--- src/rtl/sim_test_controller_pkg.sv ---
`default_nettype none
// ============================================================================
//  Module      : sim_test_controller_pkg
//  Description : Shared types and constants for the simulation/test-harness
//                controller: verdict status codes, FSM state encoding and
//                the word-address helper used by the bus snoop.
//  Revision    : 1.0  initial release
// ============================================================================
package sim_test_controller_pkg;

    // Verdict codes reported on the status output
    localparam logic [2:0] SIM_ST_RUNNING = 3'd0;
    localparam logic [2:0] SIM_ST_PASS    = 3'd1;
    localparam logic [2:0] SIM_ST_FAIL    = 3'd2;
    localparam logic [2:0] SIM_ST_TIMEOUT = 3'd3;
    localparam logic [2:0] SIM_ST_HANG    = 3'd4;

    // Controller FSM
    typedef enum logic [1:0] {
        ST_HOLD = 2'd0,   // CPU held in reset
        ST_RUN  = 2'd1,   // CPU running, monitors active
        ST_DONE = 2'd2    // verdict latched, everything frozen
    } state_t;

    // Byte address -> containing word address (byte offset dropped)
    function automatic logic [31:0] word_addr(input logic [31:0] addr);
        return {addr[31:2], 2'b00};
    endfunction

endpackage
`default_nettype wire

--- src/rtl/sim_test_controller_if.sv ---
`default_nettype none
// ============================================================================
//  Module      : sim_test_controller_if
//  Description : Snoop/verdict bundle between the CPU harness and the test
//                controller. The master side supplies the snooped CPU
//                fetch/data-memory signals; the slave side (the controller)
//                returns the CPU reset, verdict and console strobe.
//  Revision    : 1.0  initial release
// ============================================================================
interface sim_test_controller_if #(
    parameter int unsigned CNT_W = 32
);
    // Snooped CPU signals
    logic [31:0]      inst_addr;
    logic [31:0]      dmem_addr;
    logic [31:0]      dmem_wdata;
    logic [3:0]       dmem_wmask;
    logic             dmem_we;

    // Controller outputs
    logic             cpu_reset;
    logic             done;
    logic             pass;
    logic [2:0]       status;
    logic [30:0]      exit_code;
    logic [CNT_W-1:0] cycle_count;
    logic             console_valid;
    logic [7:0]       console_char;

    modport master (
        output inst_addr, dmem_addr, dmem_wdata, dmem_wmask, dmem_we,
        input  cpu_reset, done, pass, status, exit_code, cycle_count,
               console_valid, console_char
    );

    modport slave (
        input  inst_addr, dmem_addr, dmem_wdata, dmem_wmask, dmem_we,
        output cpu_reset, done, pass, status, exit_code, cycle_count,
               console_valid, console_char
    );
endinterface
`default_nettype wire

--- src/rtl/sim_test_controller_stall_detector.sv ---
`default_nettype none
// ============================================================================
//  Module      : sim_stall_detector
//  Description : PC-stall (hang) detector. Counts consecutive enabled cycles
//                in which inst_addr equals its previous-cycle value; flags
//                hang on the cycle the count reaches STALL_LIMIT.
//                STALL_LIMIT = 0 disables the detector.
//  Ports       : clk, reset   clock / synchronous active-high reset
//                en           count only while the CPU is running
//                inst_addr    snooped fetch address
//                hang         combinational event, sampled by the parent FSM
//  Revision    : 1.0  initial release
// ============================================================================
module sim_stall_detector #(
    parameter int unsigned STALL_LIMIT = 64
) (
    input  wire logic        clk,
    input  wire logic        reset,
    input  wire logic        en,
    input  wire logic [31:0] inst_addr,
    output logic             hang
);
    localparam logic        c_ENABLE  = (STALL_LIMIT != 0);
    localparam int unsigned c_STALL_W = (STALL_LIMIT > 1) ? $clog2(STALL_LIMIT + 1) : 1;
    localparam logic [c_STALL_W-1:0] c_STALL_LAST =
        c_STALL_W'((STALL_LIMIT == 0) ? 0 : STALL_LIMIT - 1);

    logic [31:0]          r_prev_addr;
    logic [c_STALL_W-1:0] r_stall_cnt;
    logic                 w_same;

    assign w_same = (inst_addr == r_prev_addr);

    // The previous address is tracked even while disabled so the very first
    // RUN cycle already compares against a real fetch address.
    always_ff @(posedge clk) begin
        if (reset) begin
            r_prev_addr <= '0;
            r_stall_cnt <= '0;
        end else begin
            r_prev_addr <= inst_addr;
            if (!en || !w_same) begin
                r_stall_cnt <= '0;
            end else begin
                r_stall_cnt <= r_stall_cnt + c_STALL_W'(1);
            end
        end
    end

    // Fires in the cycle whose sample would bring the count to STALL_LIMIT.
    assign hang = c_ENABLE && en && w_same && (r_stall_cnt == c_STALL_LAST);

endmodule
`default_nettype wire

--- src/rtl/sim_test_controller.sv ---
`default_nettype none
// ============================================================================
//  Module      : sim_test_controller
//  Description : Simulation / self-test harness controller for rv32i_cpu.
//                Sequences the CPU reset, snoops data-memory stores for the
//                tohost exit word and console byte port, and runs a cycle
//                watchdog plus PC-stall detector. Latches a sticky verdict.
//  Ports       : clk, reset     clock / synchronous active-high reset
//                bus (slave)    inst_addr, dmem_addr/wdata/wmask/we in;
//                               cpu_reset, done, pass, status, exit_code,
//                               cycle_count, console_valid, console_char out
//  Revision    : 1.0  initial release
// ============================================================================
module sim_test_controller
    import sim_test_controller_pkg::*;
#(
    parameter int unsigned RESET_CYCLES = 16,
    parameter logic [31:0] TOHOST_ADDR  = 32'h0000_1000,
    parameter logic [31:0] CONSOLE_ADDR = 32'h0000_1004,
    parameter int unsigned TIMEOUT      = 250000,
    parameter int unsigned STALL_LIMIT  = 64,
    parameter int unsigned CNT_W        = 32
) (
    input  wire logic             clk,
    input  wire logic             reset,
    sim_test_controller_if.slave  bus
);
    localparam int unsigned c_HOLD_W = (RESET_CYCLES > 1) ? $clog2(RESET_CYCLES + 1) : 1;
    localparam logic [c_HOLD_W-1:0] c_HOLD_LAST =
        c_HOLD_W'((RESET_CYCLES == 0) ? 0 : RESET_CYCLES - 1);
    localparam logic             c_WDOG_EN = (TIMEOUT != 0);
    localparam logic [CNT_W-1:0] c_TIMEOUT_LAST =
        CNT_W'((TIMEOUT == 0) ? 0 : TIMEOUT - 1);
    localparam logic [31:0] c_TOHOST_WORD  = word_addr(TOHOST_ADDR);
    localparam logic [31:0] c_CONSOLE_WORD = word_addr(CONSOLE_ADDR);

    state_t              r_state;
    state_t              w_state_nxt;
    logic [c_HOLD_W-1:0] r_hold_cnt;
    logic [CNT_W-1:0]    r_cycle_cnt;
    logic [2:0]          r_status;
    logic [2:0]          w_status_nxt;
    logic [30:0]         r_exit_code;
    logic [30:0]         w_exit_nxt;
    logic                r_console_valid;
    logic [7:0]          r_console_char;

    logic                w_run;
    logic                w_wr_tohost;
    logic                w_wr_console;
    logic                w_timeout;
    logic                w_hang;

    // ------------------------------------------------------------------
    // PC-stall detector
    // ------------------------------------------------------------------
    sim_stall_detector #(
        .STALL_LIMIT (STALL_LIMIT)
    ) u_stall (
        .clk       (clk),
        .reset     (reset),
        .en        (w_run),
        .inst_addr (bus.inst_addr),
        .hang      (w_hang)
    );

    // ------------------------------------------------------------------
    // Event decode: all snoop/monitor events are qualified by RUN, so
    // HOLD and DONE ignore the bus entirely.
    // ------------------------------------------------------------------
    assign w_run = (r_state == ST_RUN);

    assign w_wr_tohost  = w_run && bus.dmem_we
                       && (word_addr(bus.dmem_addr) == c_TOHOST_WORD)
                       && (bus.dmem_wmask == 4'hF)
                       && bus.dmem_wdata[0];

    assign w_wr_console = w_run && bus.dmem_we
                       && (word_addr(bus.dmem_addr) == c_CONSOLE_WORD)
                       && bus.dmem_wmask[0];

    assign w_timeout = c_WDOG_EN && w_run && (r_cycle_cnt == c_TIMEOUT_LAST);

    // ------------------------------------------------------------------
    // FSM next-state / verdict logic
    // ------------------------------------------------------------------
    always_comb begin
        w_state_nxt  = r_state;
        w_status_nxt = r_status;
        w_exit_nxt   = r_exit_code;
        case (r_state)
            ST_HOLD: begin
                if (r_hold_cnt == c_HOLD_LAST) begin
                    w_state_nxt = ST_RUN;
                end
            end
            ST_RUN: begin
                // tohost outranks hang, which outranks the watchdog
                if (w_wr_tohost) begin
                    w_state_nxt = ST_DONE;
                    if (bus.dmem_wdata == 32'd1) begin
                        w_status_nxt = SIM_ST_PASS;
                    end else begin
                        w_status_nxt = SIM_ST_FAIL;
                        w_exit_nxt   = bus.dmem_wdata[31:1];
                    end
                end else if (w_hang) begin
                    w_state_nxt  = ST_DONE;
                    w_status_nxt = SIM_ST_HANG;
                end else if (w_timeout) begin
                    w_state_nxt  = ST_DONE;
                    w_status_nxt = SIM_ST_TIMEOUT;
                end
            end
            ST_DONE: begin
                w_state_nxt = ST_DONE;
            end
            default: begin
                w_state_nxt = ST_HOLD;
            end
        endcase
    end

    always_ff @(posedge clk) begin
        if (reset) begin
            r_state <= ST_HOLD;
        end else begin
            r_state <= w_state_nxt;
        end
    end

    // ------------------------------------------------------------------
    // Counters, verdict registers and console strobe
    // ------------------------------------------------------------------
    always_ff @(posedge clk) begin
        if (reset) begin
            r_hold_cnt      <= '0;
            r_cycle_cnt     <= '0;
            r_status        <= SIM_ST_RUNNING;
            r_exit_code     <= '0;
            r_console_valid <= 1'b0;
            r_console_char  <= '0;
        end else begin
            if (r_state == ST_HOLD) begin
                r_hold_cnt <= r_hold_cnt + c_HOLD_W'(1);
            end
            // The verdict edge does not count, so cycle_count freezes at the
            // value seen in the cycle that produced the verdict.
            if (w_run && (w_state_nxt == ST_RUN)) begin
                r_cycle_cnt <= r_cycle_cnt + CNT_W'(1);
            end
            r_status        <= w_status_nxt;
            r_exit_code     <= w_exit_nxt;
            r_console_valid <= w_wr_console;
            if (w_wr_console) begin
                r_console_char <= bus.dmem_wdata[7:0];
            end
        end
    end

    // All outputs derive from registers only.
    assign bus.cpu_reset     = (r_state == ST_HOLD);
    assign bus.done          = (r_state == ST_DONE);
    assign bus.pass          = (r_state == ST_DONE) && (r_status == SIM_ST_PASS);
    assign bus.status        = r_status;
    assign bus.exit_code     = r_exit_code;
    assign bus.cycle_count   = r_cycle_cnt;
    assign bus.console_valid = r_console_valid;
    assign bus.console_char  = r_console_char;

endmodule
`default_nettype wire

--- src/flat_wrapper.sv ---
// flat-port wrapper written by rule: the top's interface ports become plain ports
module sim_test_controller_flat import sim_test_controller_pkg::*;
#(
    parameter int unsigned RESET_CYCLES = 16,
    parameter logic [31:0] TOHOST_ADDR  = 32'h0000_1000,
    parameter logic [31:0] CONSOLE_ADDR = 32'h0000_1004,
    parameter int unsigned TIMEOUT      = 250000,
    parameter int unsigned STALL_LIMIT  = 64,
    parameter int unsigned CNT_W        = 32
)
  (clk, reset, bus_inst_addr, bus_dmem_addr, bus_dmem_wdata, bus_dmem_wmask, bus_dmem_we, bus_cpu_reset, bus_done, bus_pass, bus_status, bus_exit_code, bus_cycle_count, bus_console_valid, bus_console_char);
  sim_test_controller_if #(.CNT_W(CNT_W)) bus_i ();
  input  wire logic clk;
  input  wire logic reset;
  input wire logic [$bits(bus_i.inst_addr)-1:0] bus_inst_addr;
  input wire logic [$bits(bus_i.dmem_addr)-1:0] bus_dmem_addr;
  input wire logic [$bits(bus_i.dmem_wdata)-1:0] bus_dmem_wdata;
  input wire logic [$bits(bus_i.dmem_wmask)-1:0] bus_dmem_wmask;
  input wire logic [$bits(bus_i.dmem_we)-1:0] bus_dmem_we;
  output wire logic [$bits(bus_i.cpu_reset)-1:0] bus_cpu_reset;
  output wire logic [$bits(bus_i.done)-1:0] bus_done;
  output wire logic [$bits(bus_i.pass)-1:0] bus_pass;
  output wire logic [$bits(bus_i.status)-1:0] bus_status;
  output wire logic [$bits(bus_i.exit_code)-1:0] bus_exit_code;
  output wire logic [$bits(bus_i.cycle_count)-1:0] bus_cycle_count;
  output wire logic [$bits(bus_i.console_valid)-1:0] bus_console_valid;
  output wire logic [$bits(bus_i.console_char)-1:0] bus_console_char;
  assign bus_i.inst_addr = bus_inst_addr;
  assign bus_i.dmem_addr = bus_dmem_addr;
  assign bus_i.dmem_wdata = bus_dmem_wdata;
  assign bus_i.dmem_wmask = bus_dmem_wmask;
  assign bus_i.dmem_we = bus_dmem_we;
  assign bus_cpu_reset = bus_i.cpu_reset;
  assign bus_done = bus_i.done;
  assign bus_pass = bus_i.pass;
  assign bus_status = bus_i.status;
  assign bus_exit_code = bus_i.exit_code;
  assign bus_cycle_count = bus_i.cycle_count;
  assign bus_console_valid = bus_i.console_valid;
  assign bus_console_char = bus_i.console_char;
  sim_test_controller #(.RESET_CYCLES(RESET_CYCLES), .TOHOST_ADDR(TOHOST_ADDR), .CONSOLE_ADDR(CONSOLE_ADDR), .TIMEOUT(TIMEOUT), .STALL_LIMIT(STALL_LIMIT), .CNT_W(CNT_W)) u_core (.clk(clk), .reset(reset), .bus(bus_i));
endmodule
--- config.mk ---
export PLATFORM = sky130hd
export DESIGN_NAME = sim_test_controller_flat
export DESIGN_NICKNAME = d
export VERILOG_FILES = /design/src/rtl/sim_test_controller_pkg.sv /design/src/rtl/sim_test_controller_if.sv /design/src/rtl/sim_test_controller_stall_detector.sv /design/src/rtl/sim_test_controller.sv /design/src/flat_wrapper.sv
export SDC_FILE = /design/constraint.sdc
export NUM_CORES = 1
export LEC_CHECK = 0
export CORE_MARGIN = 4
export CORE_UTILIZATION = 41
export DETAILED_ROUTE_END_ITERATION = 8
export PLACE_DENSITY = 0.76
export SLEW_MARGIN = 20
export SYNTH_ARGS = -nofsm -noshare
export SYNTH_HDL_FRONTEND = slang
export SYNTH_SLANG_ARGS = --single-unit
export TNS_END_PERCENT = 100
--- constraint.sdc ---
create_clock -name clk -period 2.84 [get_ports clk]
set_input_delay 0.568 -clock clk [delete_from_list [all_inputs] [get_ports clk]]
set_output_delay 0.568 -clock clk [all_outputs]
set_load 0.005 [all_outputs]
# == Word level (Yosys, flattened, before mapping) ==
# Index checks and enable logic that the tools add are counted.
# word_totals
regBits,121
latch_bits,0
mem_bits_rw,0
romBits,0
in_bits,103
n_memories,0
# classes
addsub,3
n_mul,0
div,0
order_cmp,0
eq_ne,12
shift,0
n_mux,9
n_bitwise,1
reduce_logical,19
# op_table
operator,n
"== test 30 x 11 -> 1 bit, second input constant",2
"adder 32 x 1 -> 32 bit, second input constant",1
"== test 32 x 1 -> 1 bit, second input constant",1
"== test 32 x 18 -> 1 bit, second input constant",1
== test 32 bit,1
logical AND 1 bit,11
2-to-1 mux 2 bit,5
2-to-1 mux 3 bit,3
"adder 7 x 1 -> 7 bit, second input constant",1
"== test 7 x 6 -> 1 bit, second input constant",1
case mux 2 bit (3 select lines),1
"adder 5 x 1 -> 5 bit, second input constant",1
"== test 5 x 4 -> 1 bit, second input constant",1
"== test 2 x 1 -> 1 bit, second input constant",2
"== test 4 bit, second input constant",1
"== test 3 x 1 -> 1 bit, second input constant",1
AND reduction 3 bit,1
nonzero test 3 bit,1
"== test 2 bit, second input constant",1
zero test 1 bit,2
zero test 2 bit,1
AND reduction 2 bit,1
OR reduction 2 bit,1
logical OR 1 bit,1
NOT 1 bit,1

# == Depth between registers and ports, before layout ==
# logic_depth
ltp_word,9
mapped_depth,9
depth_no_buf,7

# == By module ==
# A second synthesis with hierarchy kept.
# hier_totals
cells_unflattened,617
area_unflattened_um2,5410.2
# by_module_without_submodules
mod,n_inst,cells_per_inst,area_each_um2
sim_test_controller,1,459,3831.2
sim_stall_detector,1,158,1579.0

# == Worst setup path before layout ==
# Ideal clock, no wire load.
# synth_timing
path_type,input port to flip-flop
from,input bus_inst_addr[31]
to,register u_core.r_cycle_cnt[13] (netlist: u_core.bus.cycle_count[13])
t_arrival_ps,2634
required_time_ps,2708
slack_ps,74
cell_stages,7
path_cell_list,xor2_1 > or4_1 > or4b_4 > o41ai_4 > clkbuf_1 > or4_1 > a21oi_1
# synth_between
elab_chain_cells,8
# synth_rtl
item,line,source
from (decl),flat_wrapper.sv:15,input wire logic [$bits(bus_i.inst_addr)-1:0] bus_inst_addr;
== test 32 bit,sim_test_controller_stall_detector.sv:32,assign w_same = (inst_addr == r_prev_addr);
logical AND 1 bit (2 in series),sim_test_controller_stall_detector.sv:51,assign hang = c_ENABLE && en && w_same && (r_stall_cnt == c_STALL_LAST);
2-to-1 mux 2 bit,sim_test_controller.sv:107,end else if (w_hang) begin
2-to-1 mux 2 bit,sim_test_controller.sv:99,if (w_wr_tohost) begin
case mux 2 bit (3 select lines),sim_test_controller.sv:91,case (r_state)
== test 2 x 1 -> 1 bit,sim_test_controller.sv:149,if (w_run && (w_state_nxt == ST_RUN)) begin
logical AND 1 bit,sim_test_controller.sv:149,
to (signal assigned),sim_test_controller.sv:150,r_cycle_cnt <= r_cycle_cnt + CNT_W'(1);
to (decl),sim_test_controller.sv:40,logic [CNT_W-1:0] r_cycle_cnt;
# No other way between the ends.
# A chain may end at the register's enable or synchronous reset.

# == Worst setup path in the final report ==
# layout_timing
from,register u_core.u_stall.r_prev_addr[25]
to,register u_core.r_cycle_cnt[18] (netlist: u_core.bus.cycle_count[18])
# layout_between
elab_chain_cells,8
# layout_rtl
item,line,source
from (decl),sim_test_controller_stall_detector.sv:28,logic [31:0] r_prev_addr;
from (signal assigned),sim_test_controller_stall_detector.sv:41,r_prev_addr <= inst_addr;
== test 32 bit,sim_test_controller_stall_detector.sv:32,
logical AND 1 bit (2 in series),sim_test_controller_stall_detector.sv:51,
2-to-1 mux 2 bit,sim_test_controller.sv:107,
2-to-1 mux 2 bit,sim_test_controller.sv:99,
case mux 2 bit (3 select lines),sim_test_controller.sv:91,
== test 2 x 1 -> 1 bit,sim_test_controller.sv:149,
logical AND 1 bit,sim_test_controller.sv:149,
# No other way between the ends.

==> results.txt <==
----------------------------------------------------
[Synth]
  Portion of the post-synthesis area used by sequential elements ... 45.2%
  Cell count after synthesis ... 574
  Top cells by area in the synthesized netlist ... dfxtp_1 (45%), mux2i_1 (7.5%), nor2b_1 (4.2%)
  Synth Cell Area ... 5360 sq um
  Proportion of register bits with asynchronous set or reset after synthesis ... 0%
  Mean Syn Cell Area ... 9.33 sq um
  Yosys warning count ... 0
  Number of distinct standard cells referenced by the synthesized netlist ... 40
  Mapped Nets ... 681
  Area share of the largest cell type after synthesis ... 45.2%
  Post-synth EDFFs ... 0
  #FFs+latches synth ... 121
  Cell type with the highest aggregate area in the netlist ... dfxtp_1
  Primary flip-flop cell chosen by synthesis mapping ... dfxtp_1

[Layout]
  Net count of the finished layout ... 876
  Share of final-layout standard cells stronger than drive strength 1 ... 9.21%
  Antenna diode count ... 0
  Most common library cell in the layout ignoring fill and taps ... clkdlybuf4s50_1
  Final standard cell area without fillers ... 8160 sq um
  Area of combinational cells with multiple inputs ... 2790 sq um
  Area added between synthesis and finish ... 52.2%
  Highest-count cells in the layout ignoring fill and taps ... clkdlybuf4s50_1 (173), dfxtp_1 (121), nor2_1 (59), mux2i_1 (40), nor2b_1 (36)
  Register Area ... 2420 sq um
  Fillers ... 1,082
  Final Util ... 64.1%

[STA]
  Period Utilization, post-route ... 94.9%
  Unrepaired setup endpoints after global routing ... no
  Tightest Pin Transition ... 0.848 ns
  Worst path setup slack after routing ... 0.145 ns
  Fin Setup TNS ... 0 ns
  Fmax achieved ... 371 MHz
  Number of setup violations in the final report ... 0
  Count of endpoints failing hold in the final timing report ... 0
  Worst max-slew margin expressed relative to the limit ... 43.5%
  Number of slew-limit violations in the final report ... 0
  Worst clock skew on the final layout ... 0.0102 ns
  Final period demand of the worst path ... 2.70 ns

[Power]
  P_leak ... 0.00289 uW
  IR drop worst, VDD ... 0.456 mV
  P per Cell Area ... 525 nW/um^2

[Global routing]
  Residual overflow from global routing ... 0
  Vias in the first global route ... 5,304
  Global-route wire length before repair ... 25,700 microns
  Antenna violations before repair ... 0
  Pin count of the biggest net entering global routing ... 84
  Overall global routing resource usage ... 22.1%

[Critical path]
  Largest stage delay, worst path ... 0.58 ns
  Maximum net fanout on the critical path ... 12
  Kind of launch point of the worst setup path ... flop
  Crit Path Category ... flop to flop
  Length in cells of the worst reg-to-reg path ... 8
  Cells along the critical path ... xor2_1 -> or4_1 -> or4b_4 -> o41ai_4 -> buf_4 -> buf_6 -> or3_1 -> a21oi_1
  Slowest stage cell on the critical path ... or4b_4
  Critical Path AT ... 2.98 ns
  Critical path required time ... 3.12 ns
  Critical Path End Type ... flop

[Clocking]
  Clock latency reported for the late side of the worst-skew pair ... 0.41 ns
  Number of clock sinks seen by CTS ... 121
  Number of buffers inserted for hold repair after clock tree synthesis ... 0
  H-tree lvl count ... 4
  Number of buffers between clock root and the deepest sink ... 2
  CTS tree ... done
  Clk Tree Root Cell ... clkbuf_16
  Number of buffers added by the clock tree synthesis step ... 17
  Clock-pin slew on the worst setup and hold paths ... 0.05 ns

[Worst hold path]
  Hold path cells ... 2
  Worst hold path type ... input pin to flop

[Route]
  Detailed-route via count ... 5,138
  Top metal layer carrying routed signals ... met4
  Routed met1 length ... 6340 microns
  Average detailed-routed wire length per instance ... 17.6 microns
  Number of nets with antenna violations after routing ... 0
  Met2 wire length ... 8510 microns
  Router iterations before antenna repair ... 4
  Number of violations reported at the end of detailed-routing iteration 0 ... 301
  Remaining DRCs ... 0
  WL final ... 16,800 microns
  Drt via density ... 5.39
  Met3 WL ... 1440 microns

[Place]
  Placement Cell Area ... 7420 sq um
  Detailed Place HPWL ... 12,100 microns
  Worst setup timing slack at the placement stage ... -0.480 ns
  IO buf count ... 178
  Final Wtd Congestion ... 0.820

[Floorplan]
  Die X-Extent ... 122 microns
  Die area ... 15,000 sq um
  Core area ... 12,700 sq um
  Effective utilization at floorplan ... 42.1%
  Number of top-level design ports ... 181
  Cell Rows ... 41
  Height of the die ... 122 microns

[Status]
  Outcome ... finished, final reports clean

[Run]
  Max-cap viol count ... 0

----------------------------------------------------
## logic make-up (layout without fill, tap and decap cells)
| family | Yosys count | after routing | share of synthesized area (%) |
|---|---|---|---|
| AO/OA/AOI/OAI | 69 | 69 | 8.03 |
| adder cells (fa/ha/maj) | 4 | 4 | 0.934 |
| XOR/XNOR | 40 | 40 | 6.54 |
| flip-flops | 121 | 121 | 45.2 |
| multiplexers | 43 | 43 | 8.10 |
| buffers and inverters | 36 | 244 | 3.08 |
| AND/OR/NAND/NOR | 261 | 261 | 28.1 |
## power by group
part           internal [uW]  total [uW]  switching, uW
registers               1730        1740           14.0
logic                    183         300            117
clock network           1490        2240            745
total                   3400        4280            876
## registers in the layout (all words and copies together), names as in the netlist
signal	count
u_core.bus.console_char	8
u_core.bus.console_valid	1
u_core.bus.cycle_count	32
u_core.bus.exit_code	31
u_core.bus.status	3
u_core.r_hold_cnt	5
u_core.r_state	2
u_core.u_stall.r_prev_addr	32
u_core.u_stall.r_stall_cnt	7
## layer usage
metal	track usage, %	vias to the layer above
met5	0	-
li1	-	2480
met4	11.9	0
met3	8.48	30
met2	37.8	207
met1	23.5	2421
## layout make-up
cell class	count	area share, %
flip-flops and latches	121	29.7
multi-input cells	417	34.3
clock inverters	7	1.38
inverters	6	0.276
well taps	172	2.64
repair buffers	206	25.5
clock buffers	25	6.20
## worst max-delay path: cells and delay by family, from the launching register on
kind | cells | cell delay (ns)
and+or+nand+nor | 3 | 1.24
AOI/OAI and AO/OA | 2 | 0.46
buffers and inverters | 2 | 0.39
DFF | 1 | 0.30
xor gates and xnor gates | 1 | 0.17
## worst paths after layout
path	start	slack (ns)	to
hold reg to reg	u_core.u_stall.r_stall_cnt[0]	0.45	u_core.u_stall.r_stall_cnt[0]
hold / removal	bus_inst_addr[31]	0.45	u_core.u_stall.r_prev_addr[31]
setup reg to reg	u_core.u_stall.r_prev_addr[25]	0.14	u_core.bus.cycle_count[18]
setup / recovery	u_core.u_stall.r_prev_addr[25]	0.14	u_core.bus.cycle_count[18]
## cells in the mapped netlist (5+ instances only)
cell      instances
a21oi_1          33
and3_1           10
and4_1            8
clkbuf_1         21
dfxtp_1         121
inv_1             6
mux2i_1          40
nand2_1          16
nand2b_1          6
nand3_1          17
nand4_1          23
nor2_1           59
nor2b_1          36
nor4_1           31
nor4b_1           9
o21ai_0           8
o21ai_1           5
o31ai_1          17
or3_1            15
or4_1            20
xnor2_1          15
xor2_1           25
## stage by stage
stage | instances | total power (uW) | hold WS (ns)
2_1_floorplan | 574 | 1880 | 0.418
4_1_cts | 950 | 4310 | 0.458
5_1_grt | 954 | 4400 | 0.457
6_report | 954 | 4280 | 0.447
3_5_place_dp | 916 | 2080 | 0.446
3_3_place_gp | 916 | 2070 | 0.429
## what timing repair did
item,4_1_cts,5_1_grt
buffers inserted,1,1
setup endpoints to repair,25,56
pin swaps,1,5
cloned,1,3
gates resized for setup,0,10
No activity file was read; power rests on OpenSTA's default activity.
==> variant 1: new RTL, same settings <==
Re-encode `state_t` (3 states) as one-hot, 3 bits wide.
--- a/src/rtl/sim_test_controller_pkg.sv
+++ b/src/rtl/sim_test_controller_pkg.sv
@@ -16,10 +16,10 @@
     localparam logic [2:0] SIM_ST_HANG    = 3'd4;
 
     // Controller FSM
-    typedef enum logic [1:0] {
-        ST_HOLD = 2'd0,   // CPU held in reset
-        ST_RUN  = 2'd1,   // CPU running, monitors active
-        ST_DONE = 2'd2    // verdict latched, everything frozen
+    typedef enum logic [2:0] {
+        ST_HOLD = 3'b001,   // CPU held in reset
+        ST_RUN  = 3'b010,   // CPU running, monitors active
+        ST_DONE = 3'b100    // verdict latched, everything frozen
     } state_t;
 
     // Byte address -> containing word address (byte offset dropped)
Check against the original RTL: no difference found for any inputs over 10 cycles, from zero or initial values and one cycle with reset high; not proved beyond that.
==> variant 1 against the unedited design <==
- cell area decreased by 1.2%
- total power up 1.3%
- synthesized area rose by 1.1%
- register-to-register slack gained 0.22 ns
- count of clock-buffer cells in the layout down 4
- worst setup slack improved by 0.12 ns
- wire length is 3.9% lower
- worst hold slack is essentially flat
- sequential cell count up 1
- largest cell class unchanged
==> variant 1: results <==
export IMPL_status="completed"
export IMPL_vias_per_cell=5.39
export IMPL_drtPass1Iterations=5
export IMPL_drive_above_1_share=0.0815
export IMPL_drt_iter0_drc=412
export IMPL_cellPowerDensity_mw_per_mm2=538
export IMPL_finalClockSkew_ns=0.00911
export IMPL_ys_seq_area_frac=0.451
export IMPL_cts_repair_resized=0
export IMPL_path_delay_family="simple AND/OR/NAND/NOR gates"
export IMPL_cts_buffers=17
export IMPL_diodes=0
export IMPL_dp_hpwl_mm=11.8
export IMPL_synth_edf_count=0
export IMPL_grt_pass1_wl_mm=25.7
export IMPL_wl_per_cell_um=16.4
export IMPL_synth_area_leaders="dfxtp_1 (45%), nand2_1 (5.8%), xor2_1 (5.7%)"
export IMPL_place_area_mm2=0.00743
export IMPL_synth_cell_types=43
export IMPL_max_slew_margin=0.431
export IMPL_hp_class="reg2reg"
export IMPL_rrSetupSlack_ns=0.36
export IMPL_arrival_ns=2.01
export IMPL_grt_max_degree=81
export IMPL_nets=904
export IMPL_power_leakage_nw=2.86
export IMPL_antenna_found_initial=0
export IMPL_postCtsSetupRepairBufs=0
export IMPL_max_stage_delay_ns=0.53
export IMPL_synthesis_nets=724
export IMPL_cts_max_level=4
export IMPL_grt_pass1_vias=5396
export IMPL_ir_worst_vdd_v=0.000350
export IMPL_grt_usage=0.213
export IMPL_p_sw_w=0.000911
export IMPL_synth_common_cells="dfxtp_1 (122), nand2_1 (84), a21oi_1 (55)"
export IMPL_cts_root_buf="clkbuf_16"
export IMPL_clkLatencyLatePin_ns=0.42
export IMPL_cts_clk_slew_worst_paths_ns=0.06
export IMPL_n_fill_cell=1037
export IMPL_gp_congestion=0.847
export IMPL_critical_path_max_fanout=5
export IMPL_critical_path_slowest_cell="clkdlybuf4s50_1"
[variant 1: worst min-delay path, stage by stage, from the launching register on]
cell     delay, ns
dfxtp_1       0.31
nand2_1       0.05
a21oi_1       0.05
[variant 1: routing by layer]
| layer | track usage | up-vias | wire [um] |
|---|---|---|---|
| met2 | 0.369 | 189 | 8010 |
| met1 | 0.244 | 2516 | 6630 |
| li1 | - | 2560 | - |
| met3 | 0.0659 | 31 | 1170 |
| met4 | 0.0868 | 0 | 327 |
| met5 | 0 | - | 0 |
[variant 1: layout make-up]
| class | count | share of cell area |
|---|---|---|
| multi-input combinational | 458 | 0.350 |
| sequential | 122 | 0.303 |
| timing repair buffer | 195 | 0.241 |
| clock buffer | 21 | 0.0571 |
| tap | 172 | 0.0267 |
| clock inverter | 11 | 0.0208 |
| inverter | 3 | 0.00140 |
[variant 1: worst paths after layout]
path	startpoint	endpoint
setup reg to reg	u_core.bus.cycle_count[0]	u_core.bus.cycle_count[9]
setup / recovery	u_core.r_state[2]	bus_pass
hold / removal	u_core.bus.exit_code[17]	u_core.bus.exit_code[17]
hold reg to reg	u_core.bus.exit_code[17]	u_core.bus.exit_code[17]
[variant 1: power groups by stage]
stage	sequential, W	clock (W)	combinational [W]
3_3_place_gp	0.00179	0	0.000279
3_5_place_dp	0.00179	0	0.000287
4_1_cts	0.00175	0.00233	0.000290
5_1_grt	0.00176	0.00239	0.000312
6_report	0.00175	0.00229	0.000289
2_1_floorplan	0.00179	0	0.000103
[variant 1: cells by family (layout without fill, tap and decap cells)]
kind of cell | after synthesis | in the layout | synth area share
multiplexers | 21 | 21 | 0.0413
adder cells (fa/ha/maj) | 4 | 4 | 0.00924
AND/OR/NAND/NOR | 309 | 309 | 0.313
XOR/XNOR | 39 | 39 | 0.0630
buffers and inverters | 37 | 230 | 0.0296
AO/OA/AOI/OAI | 85 | 85 | 0.0933
flip-flops | 122 | 122 | 0.451
[variant 1: per-stage QoR]
step / util / hold slack (ns) / setup TNS (ns) / setup slack [ns] / instances
after floorplan: - / 0.418 / 0 / 0.393 / 617
after global placement: 0.582 / 0.432 / -0.0771 / -0.0406 / 950
after detailed placement: 0.582 / 0.443 / -0.135 / -0.0606 / 950
after CTS: 0.631 / 0.451 / 0 / 0.244 / 982
after global routing: 0.631 / 0.467 / 0 / 0.137 / 982
final: 0.631 / 0.448 / 0 / 0.265 / 982
==> variant 2: new RTL, same flow settings <==
Made on the original files. `RESET_CYCLES` is set to 16 in 2 places; all go to 32.
--- a/src/rtl/sim_test_controller.sv
+++ b/src/rtl/sim_test_controller.sv
@@ -14,7 +14,7 @@
 module sim_test_controller
     import sim_test_controller_pkg::*;
 #(
-    parameter int unsigned RESET_CYCLES = 16,
+    parameter int unsigned RESET_CYCLES = 32,
     parameter logic [31:0] TOHOST_ADDR  = 32'h0000_1000,
     parameter logic [31:0] CONSOLE_ADDR = 32'h0000_1004,
     parameter int unsigned TIMEOUT      = 250000,
--- a/src/flat_wrapper.sv
+++ b/src/flat_wrapper.sv
@@ -1,7 +1,7 @@
 // flat-port wrapper written by rule: the top's interface ports become plain ports
 module sim_test_controller_flat import sim_test_controller_pkg::*;
 #(
-    parameter int unsigned RESET_CYCLES = 16,
+    parameter int unsigned RESET_CYCLES = 32,
     parameter logic [31:0] TOHOST_ADDR  = 32'h0000_1000,
     parameter logic [31:0] CONSOLE_ADDR = 32'h0000_1004,
     parameter int unsigned TIMEOUT      = 250000,
Behaviour: same outputs for any inputs over 10 cycles, from zero or initial values and one cycle with reset high; that may be too few to reach the edited logic, so the function may still have changed.
==> variant 2 against the unedited design <==
- wire length fell by 12%
- worst setup slack better by 0.0023 ns
- synthesized area decreased by 3.5%
- count of clock-buffer cells in the layout shrank 1
- critical endpoint is now u_core.bus.cycle_count[26]
- total power shrank 2.4%
- fmax hardly changed
- cell area fell by 3.2%
- critical path type is now in2reg
- sequential cell count grew 1
==> variant 2: results <==
export IMPL_dp_hpwl_mm=11.2
export IMPL_grt_pass1_vias=4953
export IMPL_cts_root_buf="clkbuf_16"
export IMPL_rrSetupSlack_ns=0.30
export IMPL_synth_common_cells="dfxtp_1 (122), nor2_1 (91), mux2i_1 (39)"
export IMPL_crit_path_start="bus_inst_addr[16]"
export IMPL_vias_per_cell=5.11
export IMPL_grt_max_degree=59
export IMPL_status="completed"
export IMPL_worstReg2RegEnd="u_core.bus.cycle_count[26]"
export IMPL_power_leakage_nw=2.79
export IMPL_reg2reg_depth=8
export IMPL_gp_congestion=0.899
export IMPL_totalWireLength_mm=14.7
export IMPL_synth_async_reset_ratio=0
export IMPL_hold_depth=1
export IMPL_hp_start="u_core.u_stall.r_stall_cnt[0]"
export IMPL_grt_usage=0.208
export IMPL_ys_warn_count=0
export IMPL_n_fill_cell=997
export IMPL_clkLatencyLatePin_ns=0.41
export IMPL_synth_area_leaders="dfxtp_1 (47%), mux2i_1 (7.6%), nor2_1 (6.6%)"
export IMPL_cts_buffers=17
export IMPL_min_to="u_core.u_stall.r_stall_cnt[0]"
export IMPL_ir_worst_vdd_v=0.000418
export IMPL_cts_max_level=4
export IMPL_critical_path_max_fanout=8
export IMPL_synthesis_nets=663
export IMPL_holdWs_ns=0.442
export IMPL_postCtsSetupRepairBufs=0
export IMPL_place_area_mm2=0.00729
export IMPL_antenna_found_initial=1
export IMPL_cts_buffer_depth=2
export IMPL_diodes=0
export IMPL_drtPass1Iterations=4
export IMPL_cts_repair_resized=0
export IMPL_ys_seq_area_frac=0.473
export IMPL_arrival_ns=2.97
export IMPL_cts_clk_slew_worst_paths_ns=0.05
export IMPL_max_slew_margin=0.598
export IMPL_drive_above_1_share=0.0856
export IMPL_r2r_start="u_core.u_stall.r_stall_cnt[0]"
export IMPL_hp_class="reg2reg"
export IMPL_grt_pass1_wl_mm=24.2
export IMPL_ys_flop_type="dfxtp_1"
export IMPL_synth_cell_types=46
export IMPL_finalClockSkew_ns=0.00966
export IMPL_nets=865
export IMPL_drt_iter0_drc=305
export IMPL_port_buffers=178
-- variant 2: cell types whose count changed in the layout (fill, tap and decap cells not counted), moves of 5 or more --
cell	change
nand4_1	-7
a21oi_1	-16
o31ai_1	-15
nor2_1	+32
mux2_1	+6
nand2_1	+7
xnor2_1	+11
or4_1	-16
and3_1	-5
o21ai_0	+6
o21ai_1	-6
inv_1	+5
-- variant 2: cell families (layout without fill, tap and decap cells) --
| family | Yosys count | in the layout | share of synthesized area |
|---|---|---|---|
| buffers and inverters | 33 | 247 | 0.0293 |
| DFF | 122 | 122 | 0.473 |
| and+or+nand+nor | 263 | 263 | 0.271 |
| AOI/OAI and AO/OA | 43 | 43 | 0.0489 |
| xor gates and xnor gates | 47 | 47 | 0.0797 |
| adders and majority gates | 3 | 3 | 0.00726 |
| muxes | 46 | 46 | 0.0908 |
-- variant 2: area by class of cell --
cell class                      instances  area share
Sequential cell                       122       0.309
Clock inverter                          7      0.0111
Tap cell                              168      0.0266
Multi-Input combinational cell        402       0.327
Clock buffer                           24      0.0648
Inverter                               11     0.00523
Timing Repair Buffer                  205       0.256
-- variant 2: critical path: stages --
cell             delay (ns)
clkdlybuf4s50_1        0.50
xor2_1                 0.16
nor4_1                 0.09
and4b_1                0.23
and4_4                 0.21
or3_4                  0.44
nor4_1                 0.40
mux2_1                 0.37
-- variant 2: worst max-delay path by stage --
stage	end	slack, ns
detailed placement	u_core.bus.cycle_count[18]	-0.25
floorplan	u_core.bus.cycle_count[22]	0.32
finish	u_core.bus.cycle_count[26]	0.15
global placement	u_core.bus.cycle_count[18]	-0.22
CTS	u_core.bus.cycle_count[18]	0.17
global route	u_core.bus.cycle_count[26]	0.02
-- variant 2: where the power goes --
group / internal [W] / total (W) / switching [W]
clock network: 0.00142 / 0.00215 / 0.000726
registers: 0.00174 / 0.00176 / 0.0000139
logic: 0.000173 / 0.000273 / 0.0000999
total: 0.00334 / 0.00418 / 0.000840
-- variant 2: metal layers --
metal  vias to the layer above  track usage  routed length, um
met5                         -            0                 13
met3                        15       0.0795               1190
met2                       154        0.356               7300
met1                      2270        0.235               6010
li1                       2356            -                  -
met4                         2       0.0765                175
-- variant 2: metrics by stage --
step / std cells / utilization / TNS, ns / total power [W] / setup slack [ns]
after global placement: 908 / 0.600 / -2.81 / 0.00205 / -0.216
after floorplan: 557 / - / 0 / 0.00188 / 0.321
final: 939 / 0.649 / 0 / 0.00418 / 0.147
after global routing: 939 / 0.649 / 0 / 0.00433 / 0.0202
after CTS: 939 / 0.649 / 0 / 0.00421 / 0.171
after detailed placement: 908 / 0.600 / -6.28 / 0.00206 / -0.246
